===== config.mk =====
export PLATFORM = sky130hd
export DESIGN_NAME = cpu_multicycle_core
export DESIGN_NICKNAME = d
export VERILOG_FILES = /design/src/rtl/cpu_multicycle_core.sv
export SDC_FILE = /design/constraint.sdc
export NUM_CORES = 1
export LEC_CHECK = 0
export ABC_AREA = 1
export CAP_MARGIN = 20
export CELL_PAD_IN_SITES_DETAIL_PLACEMENT = 1
export CELL_PAD_IN_SITES_GLOBAL_PLACEMENT = 2
export CORE_UTILIZATION = 25
export DETAILED_ROUTE_END_ITERATION = 12
export PLACE_DENSITY = 0.72
export SYNTH_ARGS = -nofsm -noshare
export SYNTH_HDL_FRONTEND = slang
export SYNTH_SLANG_ARGS = --single-unit

===== constraint.sdc =====
create_clock -name clock -period 2.99 [get_ports clock]
set_input_delay 0.299 -clock clock [delete_from_list [all_inputs] [get_ports clock]]
set_output_delay 0.299 -clock clock [all_outputs]
set_load 0.05 [all_outputs]

===== src/rtl/cpu_multicycle_core.sv =====
// rtl/cpu_multicycle_core.sv - parametrised multi-cycle CPU core with req/ack instruction fetch
// Internal 4-entry register file and data memory; FETCH/DECODE/EXEC/MEM/WB sequencing.
module cpu_multicycle_core #(
  parameter int DATA_W     = 4,
  parameter int PC_W       = 4,
  parameter int DMEM_DEPTH = 16
) (
  input  logic              clock,
  input  logic              reset,
  output logic              imem_req,
  output logic [PC_W-1:0]   imem_addr,
  input  logic              imem_ack,
  input  logic [15:0]       imem_rdata,
  output logic [PC_W-1:0]   pc,
  output logic [2:0]        state,
  output logic [15:0]       instr,
  output logic              reg_we,
  output logic [1:0]        reg_waddr,
  output logic [DATA_W-1:0] reg_wdata,
  output logic [DATA_W-1:0] alu_result,
  output logic              carry,
  output logic              zero,
  output logic              halted
);

  localparam int AW = (DMEM_DEPTH > 1) ? $clog2(DMEM_DEPTH) : 1;

  localparam logic [3:0] OP_ADD  = 4'h1;
  localparam logic [3:0] OP_SUB  = 4'h2;
  localparam logic [3:0] OP_AND  = 4'h3;
  localparam logic [3:0] OP_OR   = 4'h4;
  localparam logic [3:0] OP_ADDI = 4'h5;
  localparam logic [3:0] OP_LDR  = 4'h6;
  localparam logic [3:0] OP_STR  = 4'h7;
  localparam logic [3:0] OP_CBZ  = 4'h8;
  localparam logic [3:0] OP_B    = 4'h9;
  localparam logic [3:0] OP_HALT = 4'hF;

  typedef enum logic [2:0] {
    S_FETCH  = 3'd0,
    S_DECODE = 3'd1,
    S_EXEC   = 3'd2,
    S_MEM    = 3'd3,
    S_WB     = 3'd4,
    S_HALT   = 3'd5
  } state_t;

  state_t            curState;
  logic [DATA_W-1:0] regs [4];
  logic [DATA_W-1:0] dmem [DMEM_DEPTH];
  logic [DATA_W-1:0] opX, opY, opZ, memData;
  logic [3:0]        op;
  logic [DATA_W-1:0] immData;
  logic [PC_W-1:0]   immPc;
  logic [DATA_W:0]   aluWide;
  logic [DATA_W-1:0] aluRes;
  logic              aluCarry;
  logic [AW-1:0]     memAddr;
  logic [PC_W-1:0]   pcNext;

  assign op        = instr[15:12];
  assign immData   = DATA_W'($signed(instr[5:0]));
  assign immPc     = PC_W'($signed(instr[5:0]));
  assign memAddr   = alu_result[AW-1:0];
  assign pcNext    = pc + PC_W'(1);

  assign state     = curState;
  assign imem_req  = (curState == S_FETCH);
  assign imem_addr = pc;
  assign reg_we    = (curState == S_WB);
  assign reg_waddr = instr[11:10];
  assign reg_wdata = (op == OP_LDR) ? memData : alu_result;

  // One extra bit holds carry-out; for SUB it holds the borrow, inverted below.
  always_comb begin
    aluWide = '0;
    case (op)
      OP_ADD:  aluWide = {1'b0, opX} + {1'b0, opY};
      OP_SUB:  aluWide = {1'b0, opX} - {1'b0, opY};
      OP_AND:  aluWide = {1'b0, opX & opY};
      OP_OR:   aluWide = {1'b0, opX | opY};
      default: aluWide = {1'b0, opX} + {1'b0, immData};
    endcase
  end

  assign aluRes   = aluWide[DATA_W-1:0];
  assign aluCarry = (op == OP_SUB) ? ~aluWide[DATA_W] : aluWide[DATA_W];

  always_ff @(posedge clock or negedge reset) begin
    if (!reset) begin
      curState   <= S_FETCH;
      pc         <= '0;
      instr      <= '0;
      carry      <= 1'b0;
      zero       <= 1'b0;
      alu_result <= '0;
      halted     <= 1'b0;
      opX        <= '0;
      opY        <= '0;
      opZ        <= '0;
      memData    <= '0;
      for (int i = 0; i < 4; i++) regs[i] <= '0;
      for (int i = 0; i < DMEM_DEPTH; i++) dmem[i] <= '0;
    end else begin
      case (curState)
        S_FETCH: begin
          if (imem_ack) begin
            instr    <= imem_rdata;
            curState <= S_DECODE;
          end
        end
        S_DECODE: begin
          opX      <= regs[instr[9:8]];
          opY      <= regs[instr[7:6]];
          opZ      <= regs[instr[11:10]];
          curState <= S_EXEC;
        end
        S_EXEC: begin
          case (op)
            OP_ADD, OP_SUB, OP_AND, OP_OR, OP_ADDI: begin
              alu_result <= aluRes;
              carry      <= aluCarry;
              zero       <= (aluRes == '0);
              curState   <= S_WB;
            end
            OP_LDR, OP_STR: begin
              alu_result <= aluRes;
              curState   <= S_MEM;
            end
            OP_CBZ: begin
              pc       <= (opZ == '0) ? pc + immPc : pcNext;
              curState <= S_FETCH;
            end
            OP_B: begin
              pc       <= pc + immPc;
              curState <= S_FETCH;
            end
            OP_HALT: begin
              halted   <= 1'b1;
              curState <= S_HALT;
            end
            default: begin
              pc       <= pcNext;
              curState <= S_FETCH;
            end
          endcase
        end
        S_MEM: begin
          if (op == OP_STR) begin
            dmem[memAddr] <= opZ;
            pc            <= pcNext;
            curState      <= S_FETCH;
          end else begin
            memData  <= dmem[memAddr];
            curState <= S_WB;
          end
        end
        S_WB: begin
          regs[instr[11:10]] <= reg_wdata;
          pc                 <= pcNext;
          curState           <= S_FETCH;
        end
        S_HALT: curState <= S_HALT;
        default: curState <= S_FETCH;
      endcase
    end
  end

endmodule


# Yosys cells after proc, flatten, opt, wreduce, memory -nomap -nowiden
# Cells that the tools add are included.
# classes
add_sub_neg	5
order_cmp	6
n_eq_ne	18
muxes	29
n_bitwise	8
reduce_logical	17
# op_table
operator	n
64-bit bitwise mux	1
4-bit two-way mux	13
4-bit binary-select mux with 2-bit select	3
4-bit case mux with 3 select lines	2
5-bit case mux with 4 select lines	1
4-bit binary-select mux with 4-bit select	1
16-bit bitwise mux	1
4-bit demux with 4-bit select	1
4-bit by 3-bit equality test with 1-bit output (second input constant)	4
3-bit case mux with 5 select lines	1
4-bit equality test (second input constant)	3
2-bit AND reduction	6
4-bit by 4-bit adder with 5-bit output	2
3-bit >= comparator (second input constant)	3
2-bit NOT with 3-bit output	3
3-bit case mux with 3 select lines	1
4-bit demux with 2-bit select	1
4-bit by 2-bit equality test with 1-bit output (second input constant)	2
4-bit logical NOT	2
8-bit OR reduction	1
7-bit OR reduction	1
3-bit by 2-bit equality test with 1-bit output (second input constant)	2
3-bit equality test (second input constant)	2
3-bit two-way mux	2
21 further kinds	24
# word_totals
regBits	126
inputBits	19
elab_cells	114

# Depth between registers and ports, before layout
# Gate-level depths: netlist of the first run.
# logic_depth
ltp_word	6
mapped_depth	16
mapped_depth_nobuf	16

# Least setup slack after synthesis of the first run
# OpenSTA, ideal clock, no wires.
# synth_timing
path_kind	register to register
start	reg instr[13]
end	reg carry
setup_time_ps	118
arrival_ps	2316
slack_ps	556
path_stages_with_launch	14
n_path_buf	0
period_less_slack_ps	2434
cell_sequence	dfrtp_1 -> inv_1 -> nand2_1 -> nand3_1 -> o21ai_0 -> ha_1 -> inv_1 -> fa_1 -> nand3_1 -> nand2_1 -> nand3_1 -> nand4_1 -> nand3_1 -> nand2_1
# synth_via
elab_chain_len	4
elab_cells_between_ends	10
cone_classes	eq/ne (5); mux (2); bitwise (1); reduce/logical (2)
# synth_rtl
item	line	text
start: declaration	16	output logic [15:0] instr,
start signal: assignment	108	instr <= imem_rdata;
4-bit by 3-bit equality test with 1-bit output, or another cell as far along	77, 119	
5-bit case mux with 4 select lines	77	case (op)
1-bit NOT	87	assign aluCarry = (op == OP_SUB) ? ~aluWide[DATA_W] : aluWide[DATA_W];
1-bit two-way mux	87	
end signal: assignment	122	carry <= aluCarry;
end: declaration	21	output logic carry,
# Several ways; a longest one is shown, not always the timed one.
# A chain may end at the register's enable or synchronous reset.

# Worst setup path in the final report of the first run
# layout_timing
start	reg instr[15]
end	out reg_wdata[3]
# layout_via
elab_chain_len	2
# layout_rtl
item	line	text
4-bit by 3-bit equality test with 1-bit output	72	assign reg_wdata = (op == OP_LDR) ? memData : alu_result;
4-bit two-way mux	72	
end: declaration	19	output logic [DATA_W-1:0] reg_wdata,
# Every way passes these cells.

==> results of run 1 <==
cell type report:
| type | count | area share |
|---|---|---|
| sequential | 126 | 0.398 |
| multi-input combinational | 585 | 0.354 |
| timing repair buffer | 71 | 0.0887 |
| clock buffer | 20 | 0.0589 |
| tap | 324 | 0.0511 |
| inverter | 63 | 0.0298 |
| clock inverter | 12 | 0.0197 |
flip-flops by register name (all words and copies together) (netlist names):
| signal | flops |
|---|---|
| alu_result | 4 |
| carry | 1 |
| dmem | 64 |
| halted | 1 |
| imem_addr | 4 |
| instr | 16 |
| memData | 4 |
| opX | 4 |
| opY | 4 |
| opZ | 4 |
| regs | 16 |
| state | 3 |
| zero | 1 |
cell families after synthesis:
kind of cell,share of synthesized area
buffers and inverters,0.0563
AO/OA/AOI/OAI,0.159
AND/OR/NAND/NOR,0.245
adder cells (fa/ha/maj),0.0262
multiplexers,0.00892
flip-flops,0.500
XOR/XNOR,0.00416
layer usage:
metal  global-route usage  wire (um)  vias up
li1                     -          -     2768
met1                0.230      10300     2750
met2                0.240       8520       53
met3               0.0274        384       13
met4               0.0459        213        0
met5                    0          0        -
layout by cell type, fill, tap and decap left out, types with 11 or more instances in the layout:
| cell | count |
|---|---|
| nand2_1 | 256 |
| inv_1 | 59 |
| clkdlybuf4s50_1 | 55 |
| dfrtp_1 | 126 |
| buf_4 | 11 |
| nand4_1 | 15 |
| o21ai_0 | 123 |
| nand3_1 | 30 |
| a22oi_1 | 18 |
| clkbuf_16 | 17 |
| a21oi_1 | 31 |
| nor2_1 | 60 |
stage by stage:
stage,instances,area [um^2],hold WS (ns)
floorplan,795,6310,0.00341
global placement,1169,7290,0.454
detailed placement,1169,7290,0.454
CTS,1201,7920,0.0315
global route,1201,7930,0.0505
finish,1201,7930,-0.0440
final timing paths:
check	start	to	cells after the start
min reg2reg	halted	halted	2
min in group clock	imem_rdata[0]	instr[0]	3
max	instr[15]	reg_wdata[3]	8
max in group asynchronous	reset	dmem[2]	2
max reg2reg	instr[14]	carry	12
min	reset	regs[15]	2
cell usage after synthesis:
cell type | count | share of area
nand2_1 | 256 | 0.15
dfrtp_1 | 126 | 0.50
o21ai_0 | 126 | 0.10
nor2_1 | 60 | 0.036
inv_1 | 59 | 0.035
a21oi_1 | 31 | 0.025
nand3_1 | 30 | 0.024
a22oi_1 | 18 | 0.021
nand4_1 | 15 | 0.015
buf_4 | 10 | 0.012
ha_1 | 10 | 0.020
clkbuf_1 | 9 | 0.0054
o21ai_1 | 7 | 0.0056
mux2_2 | 5 | 0.0089
nor3_1 | 5 | 0.0040
inv_2 | 4 | 0.0024
nor3_2 | 4 | 0.0063
xor2_1 | 3 | 0.0042
a31oi_1 | 2 | 0.0020
buf_2 | 2 | 0.0016
fa_1 | 2 | 0.0063
nor2_4 | 2 | 0.0036
o211ai_1 | 2 | 0.0024
nand3_2 | 1 | 0.0016
nand3b_1 | 1 | 0.0012
nor2_2 | 1 | 0.00099
o21a_1 | 1 | 0.0012
o22ai_1 | 1 | 0.00099
o311ai_0 | 1 | 0.0014
or2_2 | 1 | 0.00099
what timing repair did:
action | in CTS | in global routing
gates resized for setup | 4 | 5
endpoints found under the setup margin | 3 | 4
gates cloned | 0 | 0
power groups by stage:
stage,Combinational [W],Clock [W],Sequential (W)
floorplan,0.00219,0,0.00305
global placement,0.00401,0,0.00259
detailed placement,0.00406,0,0.00260
CTS,0.00409,0.00227,0.00258
global route,0.00443,0.00233,0.00264
finish,0.00402,0.00221,0.00257
==> key figures, run 1 <==
Detailed routing
  – ANT nets after route: 0
  – DRT iter0 DRCs: slightly above 300
  – DRC viols: 0
  – Vias/cell: around 4.6
  – Pre-antenna DRT Iters: 4
  – Drt total wl: approximately 19000 um
  – Avg WL per Cell: approximately 16 um
  – Vias post-DR: around 5600

Pwr
  – Pwr Total: just under 0.009 W
  – Internal power: around 0.0047 W
  – Power density over the cells: between 1000 and 1500 nW/um^2
  – Clock power share: 0.251
  – Worst vdd rail ir drop: about 0.00044 V
  – Switching Share: 0.462
  – Leak: 3.66 nW
  – Sw power: 0.00407 W
  – Seq pwr share: 0.292
  – Combinational power share: 0.457

Synth
  – Yosys warns: 0
  – Mapped Cells: just under 800
  – Yosys cell types: 30
  – Netlist Area Pre-Place: about 6300 um^2
  – FF+latch count, synth: 126
  – Sequential share of the synthesized area: 0.500
  – Mapped Avg Cell Area: a little under 8 um^2
  – Post-synth net total: 826

Die
  – Initial Util: 0.257
  – Die height: between 150 and 200 um
  – Site row count: 57
  – Die area: around 26000 um^2
  – Core area: roughly 25000 um^2
  – Die W: 161 um
  – I/O pins: a little over 60

STA
  – Worst hold slack: -0.0440 ns
  – Worst slew margin: 0.430
  – Setup_tns: 0 ns
  – Max Slew Vio Count: 0
  – Minimum clock period: between 2 and 3 ns
  – Worst clock skew: approximately 0.013 ns
  – Worst slew pin tran: ~0.85 ns
  – Final worst slack: around 0.48 ns
  – Hold Violations, Final: 16
  – RSZ-0062 raised after global routing: no
  – FMAX: 0.398 GHz
  – Final period util: 0.841
  – Final setup fails: 0

Setup path
  – Worst path arrival time: between 2 and 2.5 ns
  – Slowest-stage cell, CP: dlymetal6s2s_1
  – Crit end category: output port
  – Top delay family on crit path: buffers and inverters
  – Peak per-stage delay on the critical path: 0.41 ns
  – Reg2Reg Setup Slack: about 0.49 ns
  – Worst path required time: between 2 and 3 ns
  – Top cell by count, worst path: nand2_1
  – Max FO, Critical Path: 8
  – CP Cell Sequence: inv_2 > nand2_1 > inv_1 > nand2_1 > nand2_1 > o21ai_0 > inv_1 > dlymetal6s2s_1
  – Worst Setup Start Kind: flop
  – Worst setup path class: flop to output port
  – Crit path buffers/inverters: 4

Clocking
  – Sink Count: around 130
  – Worst-Skew Late Latency: ~0.42 ns
  – Max Buffers Root-to-Sink: 2
  – Hold_buf cts: 0
  – CTS clk-pin slew, worst paths: about 0.060 ns
  – Root buffer cell: clkbuf_16
  – Post-CTS setup buffers: 0
  – Maximum level of the CTS H-tree: 4
  – CTS tree: built
  – TritonCTS buffer count: 17

Final layout
  – # diodes: 0
  – Layout cell share with drive strength beyond 1: 0.0730
  – Nets@finish: ~900
  – Area occupied by multi-input gates: ~2800 um^2
  – Seq. cell area: roughly 3200 um^2
  – Final core occ: 0.323
  – Area Growth Syn to Fin: 25.7%
  – Fillers: roughly 3000

Global route
  – Vias in the first global route: 5821
  – Initial antenna violation count: 0
  – First-pass GRT wire length: ~32000 um
  – Largest net degree at the start of global routing: 127
  – GRT overflow: 0
  – Total Routing Usage GR: 0.159

Min path
  – Min-delay worst type: input pin to async pin

Placement
  – Setup slack at placement: between 0.2 and 0.3 ns
  – Count of input and output buffers: 60
  – HPWL after DPL: around 14000 um
  – GPL Wtd Cong: 0.834

Job
  – Max-capacitance violation count: 0

Run status
  – Status: complete, but fails checks
  – Failing checks: negative hold slack
Power figures use the tool's default switching activity.
==> run 2: changes to the inputs <==
--- a/config.mk
+++ b/config.mk
@@ -11,7 +11,7 @@
 export CELL_PAD_IN_SITES_GLOBAL_PLACEMENT = 2
 export CORE_UTILIZATION = 25
 export DETAILED_ROUTE_END_ITERATION = 12
-export PLACE_DENSITY = 0.72
+export PLACE_DENSITY = 0.74
 export SYNTH_ARGS = -nofsm -noshare
 export SYNTH_HDL_FRONTEND = slang
 export SYNTH_SLANG_ARGS = --single-unit
==> constraint.sdc (replaced) <==
create_clock -name clock -period 2.31 [get_ports clock]
set_input_delay 0.231 -clock clock [delete_from_list [all_inputs] [get_ports clock]]
set_output_delay 0.231 -clock clock [all_outputs]
set_load 0.05 [all_outputs]
==> key figures, run 2 (synthesized netlist as in run 1, its figures left out) <==
Run status
  – Status: completed

Detailed routing
  – Vias/cell: around 4.6
  – DRC viols: 0
  – Vias post-DR: around 5700
  – DRT iter0 DRCs: 348
  – Pre-antenna DRT Iters: 4
  – Avg WL per Cell: between 15 and 20 um
  – Drt total wl: roughly 20000 um
  – ANT nets after route: 0

Final layout
  – Most common cell after layout, fill and taps aside: nand2_1
  – Final Instance Area: 8160 um^2
  – Post-Layout Cell Count: approximately 1200
  – # diodes: 0
  – Area Growth Syn to Fin: 29.4%
  – Biggest register: dmem
  – Nets@finish: 917
  – Max FFs per register: 64
  – Top flop regs: dmem x64, instr x16, regs x16
  – Most frequent cells in the layout: 249 x nand2_1, 122 x dfrtp_1, 119 x o21ai_0, 56 x nor2_1, 53 x clkdlybuf4s50_1
  – Layout cell share with drive strength beyond 1: 0.135

Global route
  – Total Routing Usage GR: 0.162
  – Vias in the first global route: between 5000 and 6000
  – GRT overflow: 0
  – First-pass GRT wire length: roughly 33000 um
  – Largest net degree at the start of global routing: 56
  – Initial antenna violation count: 0

Setup path
  – Worst setup path class: flop to flop
  – Crit end category: flop
  – Max FO, Critical Path: 3
  – Worst path required time: between 2 and 3 ns
  – Worst Setup Start Kind: flop
  – Worst path arrival time: ~2.5 ns

STA
  – Final period util: 0.960
  – Worst slew pin tran: about 0.53 ns
  – Hold Violations, Final: 0
  – FMAX: about 0.45 GHz
  – Minimum clock period: 2.22 ns
  – Setup_tns: 0 ns
  – Final setup fails: 0
  – Worst slew margin: 0.645
  – Final worst slack: 0.0927 ns
  – Worst clock skew: approximately 0.013 ns
  – Max Slew Vio Count: 0

Clocking
  – Maximum level of the CTS H-tree: 4
  – CTS clk-pin slew, worst paths: 0.06 ns
  – Worst-Skew Late Latency: 0.42 ns
  – Root buffer cell: clkbuf_16
  – CTS tree: built
  – Sink Count: around 130
  – TritonCTS buffer count: 17
  – Max Buffers Root-to-Sink: 2

Job
  – Max-capacitance violation count: 0

Die
  – Die area: 25900 um^2
  – Initial Util: 0.257
  – I/O pins: slightly above 60
  – Die height: approximately 160 um
  – Site row count: 57
  – Core area: between 20000 and 25000 um^2
  – Die W: around 160 um

Placement
  – Count of input and output buffers: 60
  – HPWL after DPL: between 10000 and 15000 um
  – Placed cells: 1187
  – Cell Area, Placed: about 7400 um^2
  – Setup slack at placement: -0.135 ns
  – GPL Wtd Cong: between 0.8 and 0.9

Pwr
  – Switching Share: 0.467
  – Leak: ~3.7 nW
  – Internal power: 0.00622 W
  – Worst vdd rail ir drop: approximately 0.00080 V
  – Power density over the cells: 1430 nW/um^2
  – Seq pwr share: 0.284
  – Sw power: roughly 0.0054 W
  – Clock power share: 0.220
  – Combinational power share: 0.497

Min path
  – Min-delay worst type: input pin to async pin
## run 2: per-stage QoR
step,hold WS [ns],power [W],util
after global placement,0.249,0.00872,0.303
after CTS,0.338,0.0115,0.327
after global routing,0.369,0.0125,0.333
after detailed placement,0.258,0.00882,0.303
after floorplan,-0.0646,0.00679,-
final,0.334,0.0117,0.333
## run 2: final cells by class
cell class / instances / area (um^2)
fillers: 2930 / 16400
clock inverters: 10 / 87.6
repair buffers: 93 / 875
inverters: 63 / 236
flip-flops and latches: 126 / 3160
clock buffers: 22 / 474
well taps: 324 / 405
multi-input cells: 585 / 2930
## run 2: power by group through the flow
stage	Combinational, W	Sequential (W)	Clock (W)
after floorplan	0.00284	0.00396	0
after global placement	0.00541	0.00331	0
after detailed placement	0.00549	0.00333	0
after CTS	0.00558	0.00330	0.00264
after global routing	0.00641	0.00340	0.00272
final	0.00580	0.00331	0.00256
## run 2: worst paths after layout
kind / endpoint / cells after the start / slack, ns / from
max: carry / 14 / 0.09 / instr[14]
min: instr[9] / 2 / 0.33 / reset
max reg2reg: carry / 14 / 0.09 / instr[14]
min reg2reg: halted / 2 / 0.46 / halted
max in group asynchronous: dmem[52] / 3 / 1.28 / reset
min in group clock: instr[12] / 3 / 0.39 / imem_rdata[12]
## run 2: repair_timing
| item | in CTS | in global routing |
|---|---|---|
| gates resized for setup | 11 | 38 |
| hold buffers | 1 | 0 |
| buffers inserted | 0 | 3 |
| endpoints found under the setup margin | 8 | 8 |
| hold endpoints to repair | 32 | 0 |
| pin swaps | 0 | 11 |
## run 2: worst max-delay path, cell delays in order, from the launching register on
cell and delay (ns):
dfrtp_2 0.43, nor2_4 0.16, buf_6 0.12, nand2_2 0.07
o21ai_0 0.18, o21ai_1 0.16, fa_2 0.40, nand3_1 0.11
nand2_2 0.07, inv_1 0.06, nand2_1 0.07, nand3_2 0.08
nand2_1 0.05, nand3_1 0.08, nand2_1 0.05
## run 2: layer usage
metal | share of wire | track usage | up-vias
met5 | 0 | 0 | -
met1 | 0.51 | 0.230 | 2766
li1 | - | - | 2825
met2 | 0.46 | 0.251 | 75
met3 | 0.027 | 0.0294 | 10
met4 | 0.0090 | 0.0425 | 0
==> RTL change 1, RTL diff (flow settings as in run 1) <==
Change the parameter `PC_W` from 4 to 3.
--- a/src/rtl/cpu_multicycle_core.sv
+++ b/src/rtl/cpu_multicycle_core.sv
@@ -4,3 +4,3 @@
   parameter int DATA_W     = 4,
-  parameter int PC_W       = 4,
+  parameter int PC_W       = 3,
   parameter int DMEM_DEPTH = 16
Interface: changed (resized imem_addr and pc); port bits go from 61 to 59. The function was not compared with the original's and may differ.
==> RTL change 1 against run 1 <==
  * The flow still finishes with violations (hold timing)
  * Wire length is 5.6% lower
  * Sequential cell count is 1 lower
  * Utilization is 0.37 points lower
  * Cell count is 3.2% lower
  * First-iteration DRC count is 7.1% lower
  * Area after synthesis is 2.5% lower
  * Total power is 4.0% lower
  * Critical path type is now flop to flop
  * Register-to-register slack worse by 0.12 ns
  * Cell area is 2.3% lower
  * Worst setup slack worse by 0.11 ns
  * Global-route usage is 0.41 points lower
  * Worst hold slack better by 0.027 ns
  * Clock skew hardly changed
==> RTL change 1: results <==
[clock_network]
cts_made_buffers = 17
cts_buffer_depth = 2
clk_pin_slew_ns = 0.06
clk_latency_ns = 0.41
cts_setup_buffers = 0
cts_root_buffer = "clkbuf_16"
htreeDepth = 4

[sta]
finalHoldViolCount = 15
whs_ns = -0.0167
slew-limit-headroom = 0.456
slew_viol_final = 0
finalClockSkew_ns = 0.0125

[worst_setup_path]
path_max_fanout = 6
cp.arrival_ns = 2.97

[placed_design]
portBuffers = 58
placed_area_sq_mm = 0.00717
dpl.cell_count = 1133
gp_congestion = 0.779
dp_slack_ns = 0.358
hpwlAfterDp_mm = 13.3

[synth]
synthDistinctLibCells = 33
yosysSeqAreaShare = 0.508
synthArstFlopShare = 1.00
avgSynthCellArea_sq_um = 8.15
yosysWarnings = 0
synth-main-ff-cell = "dfrtp_1"
synth.area.top_cells = "dfrtp_1, nand2_1, o21ai_0"
syn_nets = 784
yosys-top-cells-count = "nand2_1, o21ai_0, dfrtp_1"

[layout]
fillers = 2926
nets = 857
drive_gt1_frac = 0.0823
num_antenna_cells = 0
reg.largest.list = "dmem (64), instr (16), regs (16)"

[detailed_routing]
firstDrtPassIters = 4
drt-initial-drc-count = 288
vias = 5400
via_per_inst = 4.65
wire_per_inst_um = 15.8

[pwr]
ir_drop_mv = 0.507
p_leak_nw = 3.56

[global_route]
grt_max_degree = 59
grt_pass1_wl_mm = 30.8
grt_pass1_vias = 5708
antenna_found_initial = 0
grt_usage = 0.154

[status]
violations = "hold timing"
status = "finished with violations"

[worst_hold_path]
hold_class = "input pin to asynchronous set/reset pin"

[flow_run]
maxCapViolCount = 0
## RTL change 1: cell types whose count changed in the layout (fill, tap and decap cells not counted), sizes merged, moves of 3 or more
cell	run 1	this run
a21oi	31	23
a22oi	18	26
buf	12	18
clkbuf	20	23
inv	66	60
nand2	256	225
nand4	15	12
nor2	63	59
## RTL change 1: final cells by class
class,instances,area (sq um),area share
clock buffer,23,508,0.0656
timing repair buffer,75,728,0.0940
multi-input combinational,549,2690,0.348
clock inverter,6,60.1,0.00775
inverter,60,225,0.0291
tap,324,405,0.0523
sequential,125,3130,0.404
## RTL change 1: stage by stage
step	hold WS, ns	power [mW]	util
floorplan	0.00341	5.12	-
global placement	0.449	6.48	0.296
detailed placement	0.450	6.52	0.296
CTS	0.00706	8.58	0.319
global route	0.0335	9.08	0.320
finish	-0.0167	8.45	0.320
## RTL change 1: cell families after synthesis
group | share of synthesized area
and+or+nand+nor | 0.225
DFF | 0.508
xor gates and xnor gates | 0.00854
AOI/OAI and AO/OA | 0.167
muxes | 0.0128
buffers and inverters | 0.0557
adders and majority gates | 0.0228
## RTL change 1: per-layer routing
layer / GRT usage / routed length [um]
met1: 0.204 / 8670
met3: 0.0300 / 590
met4: 0.0376 / 178
met5: 0 / 0
met2: 0.259 / 8870
## RTL change 1: final timing paths
kind	startpoint	end	slack (ns)	cells after the start
max	instr[13]	zero	0.37	15
min in group clock	imem_rdata[10]	instr[10]	0.46	3
min reg2reg	halted	halted	0.46	2
min	reset	dmem[5]	-0.02	1
max reg2reg	instr[13]	zero	0.37	15
max in group asynchronous	reset	dmem[57]	2.24	2
## RTL change 1: what timing repair did
action / 4_1_cts / 5_1_grt
hold endpoints to repair: 0 / 0
endpoints found under the setup margin: 0 / 7
gates resized for setup: 0 / 6
## RTL change 1: power breakdown
group	internal [mW]	total, mW	switching (mW)
combinational	1.28	3.90	2.62
clock	1.26	2.00	0.743
sequential	2.06	2.54	0.480
total	4.60	8.45	3.85
## RTL change 1: worst max-delay path, cell delays in order (launching register included)
cell     delay (ns)
dfrtp_1        0.44
inv_1          0.12
nor2_2         0.15
nand2_2        0.11
nand2_1        0.10
inv_1          0.09
o21ai_0        0.18
ha_1           0.17
inv_1          0.06
fa_1           0.41
or2_2          0.31
nand3_1        0.08
nand3_1        0.09
nor2_1         0.11
nand3_1        0.07
nand2_1        0.07
==> RTL change 2, RTL diff (settings of run 1) <==
Made on the original files. Make the reset (`reset`) synchronous in one clocked block.
--- a/src/rtl/cpu_multicycle_core.sv
+++ b/src/rtl/cpu_multicycle_core.sv
@@ -88,3 +88,3 @@
 
-  always_ff @(posedge clock or negedge reset) begin
+  always_ff @(posedge clock) begin
     if (!reset) begin
Check against the original RTL: differs if reset is asserted again (counterexample within 4 cycles, from zero or initial values and one cycle with reset low); with reset held inactive, the same outputs for 4 cycles.
==> RTL change 2 against run 1 <==
  * Area after synthesis increased by 0.44%
  * Largest cell class unchanged
  * Global-route usage decreased by 0.22 points
  * Count of clock-buffer cells in the layout decreased by 3
  * Via count decreased by 3.7%
  * Worst setup slack got worse by 0.27 ns
  * Sequential cell count unchanged
  * Critical path depth decreased by 2
  * Cell area increased by 0.49%
  * Wire length increased by 0.16%
  * Sequential share of layout area increased by 1.9 points
Power is not compared: it rests on default switching activity, and its combinational part moved more than twofold at a synthesized area within 25%.
==> RTL change 2: results <==
[layout]
fillers = 2860
drive_gt1_frac = 0.0783
nets = 848

[placed_design]
gp_congestion = 0.812
hpwlAfterDp_mm = 13.9

[synth]
synth-main-ff-cell = "edfxtp_1"
synthDistinctLibCells = 33
synthArstFlopShare = 0
yosys-top-cells-count = "nand2_1, nor2_1, edfxtp_1"
synth.area.top_cells = "edfxtp_1, dfxtp_1, nand2_1"
yosysSeqAreaShare = 0.524
synth_edf_count = 80
syn_nets = 782

[detailed_routing]
drt-initial-drc-count = 267
wire_per_inst_um = 16.8
firstDrtPassIters = 6
vias = 5377

[clock_network]
cts_setup_buffers = 0
cts_resized = 0

[global_route]
grt_max_degree = 56
use_met2 = 0.261
grtUsageMet3 = 0.0259
grt_use_met1 = 0.210
grt_usage = 0.156
grt_pass1_vias = 5693
grt_pass1_wl_mm = 31.4

[worst_setup_path]
cp.arrival_ns = 2.48
r2r_slack_ns = 0.51
cpPeakStageDelay_ns = 0.71
crit_slowest_cell = "clkdlybuf4s50_1"

[sta]
finalClockSkew_ns = 0.0164
slew-limit-headroom = 0.386
finalHoldViolCount = 0

[status]
status = "finished clean"

[worst_hold_path]
hold_class = "input pin to flop"

[pwr]
ir_drop_mv = 0.378
-- RTL change 2: cell types whose count changed in the layout (fill, tap and decap cells not counted), moves of 16 or more --
cell             run 1  this run
o21ai_0            123        65
nor2_1              60       130
dfxtp_1              0        46
a21oi_1             31        47
edfxtp_1             0        80
dfrtp_1            126         0
nand2_1            256       135
-- RTL change 2: worst max-delay path, delay by kind of cell, from the launching register on --
kind | cells | cell delay, ns
compound gates | 1 | 0.40
buf+inv | 3 | 0.92
flops | 1 | 0.38
simple gates | 2 | 0.36
-- RTL change 2: worst paths after layout --
kind / to / start / cells past startpoint
max: reg_wdata[1] / instr[13] / 6
min: halted / reset / 4
max reg2reg: zero / instr[12] / 13
min reg2reg: instr[5] / instr[5] / 2
-- RTL change 2: logic make-up (layout without fill, tap and decap cells) --
group,Yosys count,count (layout),synth area share
xor+xnor,6,6,0.00829
fa+ha+maj,12,12,0.0261
flops,126,126,0.524
simple gates,338,338,0.227
buf+inv,110,189,0.0691
compound gates,159,159,0.145
-- RTL change 2: per-layer routing --
layer | wire length (um) | up-vias
met5 | 0 | -
met4 | 177 | 0
met3 | 683 | 14
met2 | 9120 | 97
met1 | 9440 | 2579
li1 | - | 2687
-- RTL change 2: cell type report --
cell class              instances  share of cell area
clock inverters                15              0.0264
clock buffers                  17              0.0534
inverters                      80              0.0377
well taps                     324              0.0509
repair buffers                 77              0.0914
flip-flops and latches        126               0.417
multi-input cells             515               0.323
-- RTL change 2: through the flow --
step	worst slack, ns	hold slack [ns]	std cells	instance area, sq um	util
finish	0.212	0.419	1154	7970	0.324
global route	0.0115	0.431	1154	7970	0.324
CTS	0.135	0.410	1154	7960	0.324
detailed placement	0.478	0.457	1122	7330	0.298
global placement	0.551	0.451	1122	7330	0.298
floorplan	0.359	0.447	751	6340	-
-- RTL change 2: power groups by stage --
stage / registers, mW / logic [mW] / clock network (mW)
2_1_floorplan: 2.22 / 0.724 / 0
3_3_place_gp: 2.12 / 1.26 / 0
3_5_place_dp: 2.12 / 1.26 / 0
4_1_cts: 2.09 / 1.27 / 2.28
5_1_grt: 2.11 / 1.39 / 2.33
6_report: 2.09 / 1.25 / 2.23
